--- src/rtl/iiitb_clock_setctl.sv ---
// rtl/iiitb_clock_setctl.sv - button-driven time/alarm setting controller for the 10 Hz clock core
// Optional snooze (btn_up in IDLE while alarming) is built only when IIITB_SNOOZE_EN is defined.
module iiitb_clock_setctl #(
    parameter int LD_HOLD     = 20,
    parameter int TIMEOUT_CYC = 600,
    parameter int SNOOZE_MIN  = 5
) (
    input  logic       clk,
    input  logic       reset,
    input  logic       btn_mode,
    input  logic       btn_up,
    input  logic       btn_set,
    input  logic       alarm,
    input  logic [1:0] cur_h1,
    input  logic [3:0] cur_h0,
    input  logic [3:0] cur_m1,
    input  logic [3:0] cur_m0,
    output logic [1:0] H_in1,
    output logic [3:0] H_in0,
    output logic [3:0] M_in1,
    output logic [3:0] M_in0,
    output logic       LD_time,
    output logic       LD_alarm,
    output logic       STOP_al,
    output logic       edit_active,
    output logic [1:0] edit_field,
    output logic       tgt_alarm,
    output logic       busy
);

    localparam logic [2:0] S_IDLE     = 3'd0;
    localparam logic [2:0] S_SEL      = 3'd1;
    localparam logic [2:0] S_EDIT_HR  = 3'd2;
    localparam logic [2:0] S_EDIT_MIN = 3'd3;
    localparam logic [2:0] S_LOAD     = 3'd4;

    localparam logic [1:0] K_TIME   = 2'd0;
    localparam logic [1:0] K_ALARM  = 2'd1;
    localparam logic [1:0] K_STOP   = 2'd2;
`ifdef IIITB_SNOOZE_EN
    localparam logic [1:0] K_SNOOZE = 2'd3;
`endif

    localparam int LW = $clog2(LD_HOLD + 1);
    localparam int TW = $clog2(TIMEOUT_CYC + 1);

    logic [2:0]    state;
    logic [1:0]    kind;
    logic [4:0]    work_hr;
    logic [5:0]    work_min;
    logic [4:0]    al_hr;
    logic [5:0]    al_min;
    logic [LW-1:0] ld_cnt;
    logic [TW-1:0] to_cnt;

    logic [4:0] cur_hr;
    logic [5:0] cur_min;
    logic [4:0] hr_next;
    logic [5:0] min_next;
    logic [1:0] hr_t;
    logic [3:0] hr_u;
    logic [2:0] mn_t;
    logic [3:0] mn_u;
    logic       any_btn;
    logic       in_edit;
    logic       timed_out;
    logic       strobe_on;

    always_comb begin
        cur_hr   = {3'b000, cur_h1} * 5'd10 + {1'b0, cur_h0};
        cur_min  = {2'b00, cur_m1} * 6'd10 + {2'b00, cur_m0};
        hr_next  = (work_hr == 5'd23) ? 5'd0 : work_hr + 5'd1;
        min_next = (work_min == 6'd59) ? 6'd0 : work_min + 6'd1;

        if (work_hr >= 5'd20)      hr_t = 2'd2;
        else if (work_hr >= 5'd10) hr_t = 2'd1;
        else                       hr_t = 2'd0;
        hr_u = 4'(work_hr - {3'b000, hr_t} * 5'd10);

        if (work_min >= 6'd50)      mn_t = 3'd5;
        else if (work_min >= 6'd40) mn_t = 3'd4;
        else if (work_min >= 6'd30) mn_t = 3'd3;
        else if (work_min >= 6'd20) mn_t = 3'd2;
        else if (work_min >= 6'd10) mn_t = 3'd1;
        else                        mn_t = 3'd0;
        mn_u = 4'(work_min - {3'b000, mn_t} * 6'd10);
    end

`ifdef IIITB_SNOOZE_EN
    logic [6:0] sn_sum;
    logic [4:0] sn_hr;
    logic [5:0] sn_min;

    always_comb begin
        sn_sum = {1'b0, cur_min} + 7'(SNOOZE_MIN);
        sn_hr  = cur_hr;
        sn_min = sn_sum[5:0];
        if (sn_sum >= 7'd60) begin
            sn_min = 6'(sn_sum - 7'd60);
            sn_hr  = (cur_hr == 5'd23) ? 5'd0 : cur_hr + 5'd1;
        end
    end
`endif

    assign any_btn   = btn_mode | btn_up | btn_set;
    assign in_edit   = (state == S_SEL) || (state == S_EDIT_HR) || (state == S_EDIT_MIN);
    assign timed_out = in_edit && !any_btn && (to_cnt == TW'(TIMEOUT_CYC - 1));
    assign strobe_on = LD_time | LD_alarm | STOP_al;

    assign edit_active = in_edit;
    assign busy        = (state == S_LOAD);

    always_comb begin
        edit_field = 2'd0;
        if (state == S_EDIT_HR)  edit_field = 2'd1;
        if (state == S_EDIT_MIN) edit_field = 2'd2;
    end

    always_ff @(posedge clk or negedge reset) begin
        if (!reset) begin
            state     <= S_IDLE;
            kind      <= K_TIME;
            tgt_alarm <= 1'b0;
            work_hr   <= 5'd0;
            work_min  <= 6'd0;
            al_hr     <= 5'd0;
            al_min    <= 6'd0;
            ld_cnt    <= '0;
            to_cnt    <= '0;
            LD_time   <= 1'b0;
            LD_alarm  <= 1'b0;
            STOP_al   <= 1'b0;
            H_in1     <= 2'd0;
            H_in0     <= 4'd0;
            M_in1     <= 4'd0;
            M_in0     <= 4'd0;
        end else begin
            H_in1 <= hr_t;
            H_in0 <= hr_u;
            M_in1 <= {1'b0, mn_t};
            M_in0 <= mn_u;

            // Every entry into an edit state is caused by a button, so this also clears on entry.
            to_cnt <= (in_edit && !any_btn) ? to_cnt + 1'b1 : '0;

            case (state)
                S_IDLE: begin
                    if (btn_mode) begin
                        state     <= S_SEL;
                        tgt_alarm <= 1'b0;
                    end else if (btn_set && alarm) begin
                        state <= S_LOAD;
                        kind  <= K_STOP;
`ifdef IIITB_SNOOZE_EN
                    end else if (btn_up && alarm) begin
                        state    <= S_LOAD;
                        kind     <= K_SNOOZE;
                        work_hr  <= sn_hr;
                        work_min <= sn_min;
`endif
                    end
                end
                S_SEL: begin
                    if (timed_out) begin
                        state <= S_IDLE;
                    end else if (btn_mode) begin
                        state    <= S_EDIT_HR;
                        work_hr  <= tgt_alarm ? al_hr  : cur_hr;
                        work_min <= tgt_alarm ? al_min : cur_min;
                    end else if (btn_set) begin
                        state <= S_IDLE;
                    end else if (btn_up) begin
                        tgt_alarm <= ~tgt_alarm;
                    end
                end
                S_EDIT_HR: begin
                    if (timed_out) begin
                        state <= S_IDLE;
                    end else if (btn_mode) begin
                        state <= S_EDIT_MIN;
                    end else if (btn_set) begin
                        state <= S_LOAD;
                        kind  <= tgt_alarm ? K_ALARM : K_TIME;
                    end else if (btn_up) begin
                        work_hr <= hr_next;
                    end
                end
                S_EDIT_MIN: begin
                    if (timed_out) begin
                        state <= S_IDLE;
                    end else if (btn_mode) begin
                        state <= S_EDIT_HR;
                    end else if (btn_set) begin
                        state <= S_LOAD;
                        kind  <= tgt_alarm ? K_ALARM : K_TIME;
                    end else if (btn_up) begin
                        work_min <= min_next;
                    end
                end
                S_LOAD: begin
                    if (!strobe_on) begin
                        ld_cnt <= LW'(1);
                        case (kind)
                            K_TIME: LD_time <= 1'b1;
                            K_ALARM: begin
                                LD_alarm <= 1'b1;
                                al_hr    <= work_hr;
                                al_min   <= work_min;
                            end
                            default: STOP_al <= 1'b1;
                        endcase
                    end else if (ld_cnt == LW'(LD_HOLD)) begin
                        LD_time  <= 1'b0;
                        LD_alarm <= 1'b0;
                        STOP_al  <= 1'b0;
                        ld_cnt   <= '0;
`ifdef IIITB_SNOOZE_EN
                        // Snooze chains straight into an alarm load of the precomputed time.
                        if (kind == K_SNOOZE) kind  <= K_ALARM;
                        else                  state <= S_IDLE;
`else
                        state <= S_IDLE;
`endif
                    end else begin
                        ld_cnt <= ld_cnt + 1'b1;
                    end
                end
                default: state <= S_IDLE;
            endcase
        end
    end

endmodule

--- config.mk ---
export PLATFORM = sky130hd
export DESIGN_NAME = iiitb_clock_setctl
export DESIGN_NICKNAME = d
export VERILOG_FILES = /design/src/rtl/iiitb_clock_setctl.sv
export SDC_FILE = /design/constraint.sdc
export NUM_CORES = 1
export LEC_CHECK = 0
export ABC_AREA = 1
export CAP_MARGIN = 0
export CELL_PAD_IN_SITES_DETAIL_PLACEMENT = 1
export CELL_PAD_IN_SITES_GLOBAL_PLACEMENT = 2
export CORE_UTILIZATION = 33
export DETAILED_ROUTE_END_ITERATION = 12
export HOLD_SLACK_MARGIN = 0.06
export PLACE_DENSITY = 0.89
export SLEW_MARGIN = 10
export SYNTH_ARGS = -nofsm -noshare
export SYNTH_HDL_FRONTEND = slang
export SYNTH_SLANG_ARGS = --single-unit
--- constraint.sdc ---
create_clock -name clk -period 2.6 [get_ports clk]
set_input_delay 0.52 -clock clk [delete_from_list [all_inputs] [get_ports clk]]
set_output_delay 0.52 -clock clk [all_outputs]
set_load 0.05 [all_outputs]
==> results of run 1 <==
-- cell type report --
type | instances | area (um2) | area share
tap | 133 | 166 | 0.0399
timing repair buffer | 45 | 428 | 0.103
clock inverter | 4 | 50.0 | 0.0120
multi-input combinational | 296 | 1660 | 0.398
sequential | 59 | 1480 | 0.354
inverter | 63 | 236 | 0.0567
clock buffer | 11 | 151 | 0.0363
-- report_power, final --
| part | internal, W | switching, W |
|---|---|---|
| sequential | 0.00121 | 0.000241 |
| combinational | 0.000797 | 0.00157 |
| clock | 0.000488 | 0.000384 |
-- worst max-delay path: cells and delay by family (launching register included) --
| family | cells | cell delay (ns) |
|---|---|---|
| flops | 1 | 0.42 |
| compound gates | 1 | 0.15 |
| buf+inv | 3 | 1.07 |
-- sequential cells by signal, summed over array words and instances, names as in the netlist, 4 cells and up --
register / cells
ld_cnt: 5
H_in0: 4
M_in0: 4
al_hr: 5
work_hr: 5
work_min: 6
al_min: 6
to_cnt: 10
-- through the flow --
step | setup slack [ns] | util
finish | 0.0998 | 0.421
global route | 0.0165 | 0.421
CTS | 0.0790 | 0.420
detailed placement | 0.210 | 0.400
global placement | 0.258 | 0.400
floorplan | 0.495 | -
-- worst paths after layout --
check	start	endpoint	slack [ns]	cells past startpoint
setup / recovery	state[2]$_DFFE_PN0P_	edit_active	0.1	4
min in group clk	work_hr[0]$_DFFE_PN0P_	H_in0[0]$_DFF_PN0_	0.44	0
hold reg to reg	work_hr[0]$_DFFE_PN0P_	H_in0[0]$_DFF_PN0_	0.44	0
hold / removal	reset	ld_cnt[4]$_DFFE_PN0P_	0.32	2
setup reg to reg	work_min[1]$_DFFE_PN0P_	M_in0[3]$_DFF_PN0_	0.27	12
max in group asynchronous	reset	to_cnt[7]$_DFF_PN0_	1.76	2
-- cell usage after synthesis (2+ instances only) --
| library cell | count |
|---|---|
| nand3_2 | 2 |
| nor2_1 | 38 |
| dfrtp_1 | 59 |
| nand2_1 | 96 |
| nand3b_1 | 2 |
| a21oi_1 | 18 |
| o211ai_1 | 3 |
| nor3_1 | 5 |
| fa_1 | 4 |
| buf_2 | 4 |
| xor2_1 | 8 |
| ha_1 | 19 |
| o21ai_1 | 2 |
| o21ai_0 | 51 |
| xnor2_1 | 3 |
| o31ai_1 | 2 |
| nand3_1 | 24 |
| inv_1 | 62 |
| nor2_4 | 5 |
| nand2_2 | 2 |
-- layer usage --
metal | track usage | vias to the layer above | share of wire
met3 | 0.0252 | 15 | 0.019
met5 | 0 | - | 0
met4 | 0.0816 | 0 | 0.019
met1 | 0.205 | 1409 | 0.47
li1 | - | 1454 | -
met2 | 0.299 | 40 | 0.50
-- timing repair --
item,in CTS,in global routing
setup buffers,0,0
setup endpoints to repair,1,1
resized for setup,1,1
-- cells by family (layout without fill, tap and decap cells) --
family | after synthesis | count (layout) | synth area share
XOR/XNOR | 11 | 11 | 0.0282
AND/OR/NAND/NOR | 179 | 179 | 0.234
adder cells (fa/ha/maj) | 23 | 23 | 0.0932
buffers and inverters | 70 | 123 | 0.0822
AO/OA/AOI/OAI | 82 | 82 | 0.128
other | 1 | 1 | 0.00110
flip-flops | 59 | 59 | 0.433
==> flow_metrics.env, run 1 <==
export IMPL_cp_start_kind="flip-flop"
export IMPL_cts_max_level=3
export IMPL_maxCapViolCount=0
export IMPL_cts_inserted_buffers=9
export IMPL_path_cells="inv_1 -> o21ai_1 -> inv_1 -> clkdlybuf4s50_1"
export IMPL_ant_nets=0
export IMPL_grt_use_total=0.170
export IMPL_syn_inst=425
export IMPL_dp_cells=596
export IMPL_drc=0
export IMPL_syn_area_um2=3410
export IMPL_drv_slew=0
export IMPL_final_cell_mix="nand2_1, inv_1, dfrtp_1, o21ai_0, nor2_1"
export IMPL_hold_class="in2async"
export IMPL_clockBufferDepth=2
export IMPL_slew_headroom=0.494
export IMPL_diodes=0
export IMPL_rsz0062_at_grt="false"
export IMPL_yosysWarnings=0
export IMPL_skew_ns=0.0103
export IMPL_worstPathMaxFanout=4
export IMPL_clk_latency_ns=0.34
export IMPL_gp_congestion=0.799
export IMPL_slowest_stage="clkdlybuf4s50_1"
export IMPL_row_count=36
export IMPL_syn_num_nets=468
export IMPL_required_ns=2.08
export IMPL_die_h_um=104
export IMPL_place_detailed_hpwl_um=6260
export IMPL_cts_tree="done"
export IMPL_core_area_um2=9910
export IMPL_tns_ns=0
export IMPL_final_area_um2=4170
export IMPL_die_area_um2=10700
export IMPL_cts_sinks=59
export IMPL_drt_first_pass_iters=4
export IMPL_start_util=0.344
export IMPL_total_leakage_power_nw=2.02
export IMPL_vdd_drop_max_mv=0.370
export IMPL_synth_top_area_frac=0.433
export IMPL_status="complete, no violations"
export IMPL_hold_violations=0
export IMPL_drt_iter0_markers=101
export IMPL_fin_nets=517
export IMPL_synth_ff_type="dfrtp_1"
export IMPL_synthArstFlopShare=1.00
export IMPL_hold_buffers=0
export IMPL_max_stage_delay_ns=0.81
export IMPL_yosysUniqueCellTypes=36
export IMPL_finalNonFillerCells=611
export IMPL_place_area_um2=3960
export IMPL_die_w_um=104
export IMPL_crit_top_cell="inv_1"
export IMPL_yosysTopAreaCell="dfrtp_1"
export IMPL_final_common_cell="nand2_1"
export IMPL_worstSetupPathType="reg2out"
export IMPL_synthTopCellsByArea="dfrtp_1, nand2_1, o21ai_0, ha_1, inv_1"
export IMPL_antenna_found_initial=0
export IMPL_cts_root_buf="clkbuf_8"
export IMPL_grt_max_degree=60
export IMPL_avgRoutedWirePerCell_um=13.6
export IMPL_syn_avg_cell_area_um2=8.03
export IMPL_timing_fmax_ghz=0.400
export IMPL_viasPerCell=4.78
export IMPL_routed_via_count=2918
export IMPL_arrival_ns=1.98
export IMPL_setup_violations=0
export IMPL_syn_to_final_growth_pct=22.2
export IMPL_gr_total_overflow=0
export IMPL_layout_drive_gt1_share=0.0774
export IMPL_port_buffers=40
export IMPL_fillCellCount=1223
export IMPL_clk_pin_slew_worst_paths_ns=0.07
export IMPL_drt_total_wl_um=8290
export IMPL_synth_edf_count=0
export IMPL_power_density_nw_per_um2=1130
export IMPL_yosysSeqAreaShare=0.433
export IMPL_fin_crit_sh=0.962
export IMPL_ys_ff_latch=59
export IMPL_p_total_w=0.00469
export IMPL_grt_pass1_wl_um=14700
export IMPL_ios=42
export IMPL_worstSetupEndpointType="output port"
export IMPL_tightest_slew_ns=0.759
export IMPL_whs_ns=0.317
export IMPL_grt_pass1_vias=3153
export IMPL_min_period_ns=2.50
Power figures use the tool's default switching activity.
==> inputs of run 2 (changes only) <==
- CORE_MARGIN: default -> 3
==> run 2 against run 1 <==
Against the previous run: critical path depth unchanged; sequential cell count unchanged; clock-buffer cell count stayed put; final cell count unchanged; critical endpoint unchanged.
==> flow_metrics.env, run 2 (synthesized netlist as in run 1, its figures left out) <==
export IMPL_fin_nets=518
export IMPL_fillCellCount=1221
export IMPL_power_frac_clock=0.176
export IMPL_die_area_um2=11600
export IMPL_fin_crit_sh=0.943
export IMPL_drt_total_wl_um=8150
export IMPL_cts_inserted_buffers=9
export IMPL_cts_sinks=59
export IMPL_max_stage_delay_ns=0.81
export IMPL_vdd_drop_max_mv=0.413
export IMPL_r2r_cells=12
export IMPL_worst_path_buf_inv=3
export IMPL_routed_via_count=2949
export IMPL_row_count=36
export IMPL_clockBufferDepth=2
export IMPL_grt_use_total=0.152
export IMPL_min_period_ns=2.45
export IMPL_core_area_um2=9910
export IMPL_gr_total_overflow=0
export IMPL_maxCapViolCount=0
export IMPL_cts_max_level=3
export IMPL_slew_headroom=0.605
export IMPL_register_area_um2=1480
export IMPL_worstPathMaxFanout=4
export IMPL_arrival_ns=1.93
export IMPL_drt_iter0_markers=58
export IMPL_start_util=0.344
export IMPL_tns_ns=0
export IMPL_grt_pass1_wl_um=14100
export IMPL_cts_tree="done"
export IMPL_crit_cells=4
export IMPL_place_area_um2=3980
export IMPL_layout_drive_gt1_share=0.0774
export IMPL_port_buffers=40
export IMPL_seqPwrFrac=0.312
export IMPL_grt_max_degree=60
export IMPL_switching_share=0.463
export IMPL_p_switching_w=0.00214
export IMPL_skew_ns=0.00889
export IMPL_cts_setup_buffers=0
export IMPL_crit_top_cell="inv_1"
export IMPL_hold_violations=0
export IMPL_avgRoutedWirePerCell_um=13.3
export IMPL_r2r_end="M_in0[3]$_DFF_PN0_"
export IMPL_worstSetupPathType="reg2out"
export IMPL_ant_nets=0
export IMPL_clk_latency_ns=0.33
export IMPL_tightest_slew_ns=0.587
export IMPL_ios=42
export IMPL_cts_root_buf="clkbuf_8"
export IMPL_cp_start_kind="flip-flop"
export IMPL_largest_register="to_cnt"
export IMPL_rrSetupSlack_ns=0.31
export IMPL_drv_slew=0
export IMPL_worstSetupEndpointType="output port"
export IMPL_multiInputGateArea_um2=1660
export IMPL_grt_pass1_vias=3095
export IMPL_final_common_cell="nand2_1"
export IMPL_clk_pin_slew_worst_paths_ns=0.07
export IMPL_p_int_w=0.00248
export IMPL_hold_class="in2async"
export IMPL_final_cell_mix="nand2_1, inv_1, dfrtp_1, o21ai_0, nor2_1"
export IMPL_syn_to_final_growth_pct=22.3
export IMPL_cp_startpoint="state[2]$_DFFE_PN0P_"
export IMPL_die_h_um=108
export IMPL_drt_first_pass_iters=4
export IMPL_final_area_um2=4170
export IMPL_power_density_nw_per_um2=1110
export IMPL_comb_power_share=0.512
export IMPL_gp_congestion=0.817
export IMPL_die_w_um=108
export IMPL_cpLargestDelayFamily="buffers and inverters"
export IMPL_path_cells="inv_1 -> o21ai_0 -> inv_1 -> clkdlybuf4s50_1"
export IMPL_rsz0062_at_grt="false"
export IMPL_total_leakage_power_nw=2.03
export IMPL_setup_violations=0
export IMPL_drc=0
export IMPL_place_detailed_hpwl_um=6150
export IMPL_largest_reg_flops=10
export IMPL_diodes=0
export IMPL_r2r_start="work_min[1]$_DFFE_PN0P_"
export IMPL_reg_top3="to_cnt: 10 flops, al_min: 6 flops, work_min: 6 flops"
export IMPL_required_ns=2.08
export IMPL_antenna_found_initial=0
export IMPL_status="complete, no violations"
export IMPL_slowest_stage="clkdlybuf4s50_1"
export IMPL_timing_fmax_ghz=0.408
export IMPL_viasPerCell=4.83
-- run 2: per-stage QoR --
step | hold WS (ns) | std cells | power [W] | setup slack [ns] | utilization
2_1_floorplan | 0.224 | 425 | 0.00309 | 0.495 | -
3_3_place_gp | 0.423 | 597 | 0.00375 | 0.285 | 0.402
3_5_place_dp | 0.443 | 597 | 0.00385 | 0.223 | 0.402
4_1_cts | 0.191 | 611 | 0.00468 | 0.113 | 0.420
5_1_grt | 0.204 | 611 | 0.00504 | 0.0192 | 0.421
6_report | 0.192 | 611 | 0.00462 | 0.148 | 0.421
-- run 2: worst max-delay path by stage --
stage,slack [ns],end
after floorplan,0.50,M_in0[3]$_DFF_PN0_
after global placement,0.28,M_in0[3]$_DFF_PN0_
after detailed placement,0.22,work_min[2]$_DFFE_PN0P_
after CTS,0.11,edit_active
after global routing,0.02,edit_active
final,0.15,edit_active
-- run 2: final cells by class --
cell class,instances,share of cell area
Inverter,63,0.0567
Multi-Input combinational cell,296,0.399
Timing Repair Buffer,46,0.107
Sequential cell,59,0.354
Clock buffer,11,0.0339
Clock inverter,3,0.00960
Tap cell,133,0.0399
-- run 2: repair_timing --
action                     CTS  global route
gates resized for setup      1             2
setup endpoints to repair    1             1
gates cloned                 0             0
hold buffers                 0             0
-- run 2: layer usage --
| metal | track usage | wire length [um] |
|---|---|---|
| met1 | 0.179 | 3670 |
| met2 | 0.270 | 4040 |
| met3 | 0.0228 | 231 |
| met4 | 0.0685 | 215 |
| met5 | 0 | 0 |
-- run 2: power by group through the flow --
| stage | sequential [W] | clock [W] | combinational [W] |
|---|---|---|---|
| after floorplan | 0.00184 | 0 | 0.00126 |
| after global placement | 0.00144 | 0 | 0.00231 |
| after detailed placement | 0.00146 | 0 | 0.00239 |
| after CTS | 0.00144 | 0.000834 | 0.00240 |
| after global routing | 0.00149 | 0.000879 | 0.00267 |
| final | 0.00144 | 0.000812 | 0.00237 |
==> inputs of run 3 (changes only) <==
- CAP_MARGIN: 0 -> default
- SETUP_SLACK_MARGIN: default -> 0.15
==> run 3 against run 2 <==
Against the previous run: wire length decreased by 0.20%; clock skew is essentially flat; die area did not move; combinational power about the same; clock-buffer cell count is the same; power increased by 0.37%; critical path type unchanged.
==> flow_metrics.env, run 3 (synthesized netlist as in run 1, its figures left out) <==
export IMPL_diodes=0
export IMPL_start_util=0.344
export IMPL_tns_ns=0
export IMPL_die_w_um=108
export IMPL_clockBufferDepth=2
export IMPL_r2r_start="work_min[1]$_DFFE_PN0P_"
export IMPL_largest_register="to_cnt"
export IMPL_hold_class="in2async"
export IMPL_required_ns=2.08
export IMPL_cts_tree="done"
export IMPL_hold_violations=0
export IMPL_gr_total_overflow=0
export IMPL_fillCellCount=1216
export IMPL_rsz0062_at_grt="false"
export IMPL_largest_reg_flops=10
export IMPL_maxCapViolCount=0
export IMPL_r2r_end="M_in0[3]$_DFF_PN0_"
export IMPL_tightest_slew_ns=0.543
export IMPL_row_count=36
export IMPL_status="complete, no violations"
export IMPL_timing_fmax_ghz=0.439
export IMPL_r2r_cells=12
export IMPL_worstPathMaxFanout=6
export IMPL_worstSetupEndpointType="output port"
export IMPL_slew_headroom=0.634
export IMPL_min_period_ns=2.28
export IMPL_skew_ns=0.00889
export IMPL_reg_top3="to_cnt: 10 flops, al_min: 6 flops, work_min: 6 flops"
export IMPL_drt_first_pass_iters=4
export IMPL_final_common_cell="nand2_1"
export IMPL_grt_use_total=0.152
export IMPL_multiInputGateArea_um2=1670
export IMPL_total_leakage_power_nw=2.03
export IMPL_port_buffers=40
export IMPL_ios=42
export IMPL_cts_max_level=3
export IMPL_grt_pass1_wl_um=14100
export IMPL_postLayoutCoreUtil=0.422
export IMPL_clk_latency_ns=0.33
export IMPL_drv_slew=0
export IMPL_avgRoutedWirePerCell_um=13.3
export IMPL_layout_drive_gt1_share=0.0858
export IMPL_viasPerCell=4.84
export IMPL_die_area_um2=11600
export IMPL_cts_sinks=59
export IMPL_gp_congestion=0.817
export IMPL_arrival_ns=1.76
export IMPL_power_density_nw_per_um2=1110
export IMPL_setup_violations=0
export IMPL_worstSetupPathType="reg2out"
export IMPL_drt_iter0_markers=60
export IMPL_cts_root_buf="clkbuf_8"
export IMPL_core_area_um2=9910
export IMPL_die_h_um=108
export IMPL_cp_start_kind="flip-flop"
export IMPL_ant_nets=0
export IMPL_rrSetupSlack_ns=0.35
export IMPL_routed_via_count=2959
export IMPL_cts_setup_buffers=0
export IMPL_cts_inserted_buffers=9
export IMPL_register_area_um2=1480
export IMPL_syn_to_final_growth_pct=22.6
export IMPL_final_cell_mix="nand2_1, inv_1, dfrtp_1, o21ai_0, nor2_1"
export IMPL_vdd_drop_max_mv=0.413
export IMPL_clk_pin_slew_worst_paths_ns=0.07
export IMPL_grt_pass1_vias=3095
export IMPL_fin_nets=518
export IMPL_drc=0
export IMPL_place_detailed_hpwl_um=6150
export IMPL_fin_crit_sh=0.877
export IMPL_grt_max_degree=60
export IMPL_antenna_found_initial=0
export IMPL_drt_total_wl_um=8140
run 3: cell types whose count changed in the layout (fill, tap and decap cells not counted):
cell,before,now
inv_1,62,61
o31ai_4,0,1
o31ai_2,1,0
dfrtp_1,59,56
dlygate4sd2_1,1,2
dfrtp_2,0,3
inv_2,1,2
clkdlybuf4s50_1,36,35
run 3: metal layers:
layer	track usage	part of all wire	vias up	wire length, um
met1	0.179	0.45	1449	3670
met4	0.0685	0.026	0	215
met5	0	0	-	0
met3	0.0228	0.029	18	234
met2	0.270	0.49	41	4020
li1	-	-	1451	-
run 3: timing repair:
action                     4_1_cts  5_1_grt
hold buffers                     0        0
setup endpoints to repair        2        1
gates cloned                     0        0
gates resized for setup          2        7
run 3: worst max path at each step:
stage | from | cells after the start | slack (ns) | end
detailed placement | cur_m1[0] | 9 | 0.22 | work_min[2]$_DFFE_PN0P_
CTS | work_min[1]$_DFFE_PN0P_ | 9 | 0.21 | M_in0[3]$_DFF_PN0_
global route | work_min[4]$_DFFE_PN0P_ | 11 | 0.15 | M_in0[3]$_DFF_PN0_
global placement | work_min[1]$_DFFE_PN0P_ | 9 | 0.28 | M_in0[3]$_DFF_PN0_
floorplan | work_min[0]$_DFFE_PN0P_ | 10 | 0.50 | M_in0[3]$_DFF_PN0_
finish | state[2]$_DFFE_PN0P_ | 4 | 0.32 | edit_field[0]
run 3: where the power goes:
part / switching, W / internal, W / total [W]
clock network: 0.000356 / 0.000455 / 0.000812
registers: 0.000229 / 0.00122 / 0.00145
logic: 0.00156 / 0.000814 / 0.00238
total: 0.00215 / 0.00249 / 0.00464
run 3: critical path: stages, from the launching register on:
cell and delay [ns]:
dfrtp_1 0.41, inv_1 0.13, nand2_2 0.14, nor2_4 0.18, dlygate4sd2_1 0.56
run 3: stage by stage:
stage / power (W) / setup slack, ns / hold WS, ns / instance area [um2] / instances
6_report: 0.00464 / 0.320 / 0.191 / 4180 / 611
5_1_grt: 0.00505 / 0.149 / 0.204 / 4180 / 611
4_1_cts: 0.00468 / 0.206 / 0.191 / 4160 / 611
3_5_place_dp: 0.00385 / 0.223 / 0.443 / 3980 / 597
3_3_place_gp: 0.00375 / 0.285 / 0.423 / 3980 / 597
2_1_floorplan: 0.00309 / 0.495 / 0.224 / 3410 / 425
run 3: cell type report:
cell class,count,share of cell area
Multi-Input combinational cell,296,0.400
Sequential cell,59,0.354
Timing Repair Buffer,46,0.107
Inverter,63,0.0566
Tap cell,133,0.0398
Clock buffer,11,0.0338
Clock inverter,3,0.00958
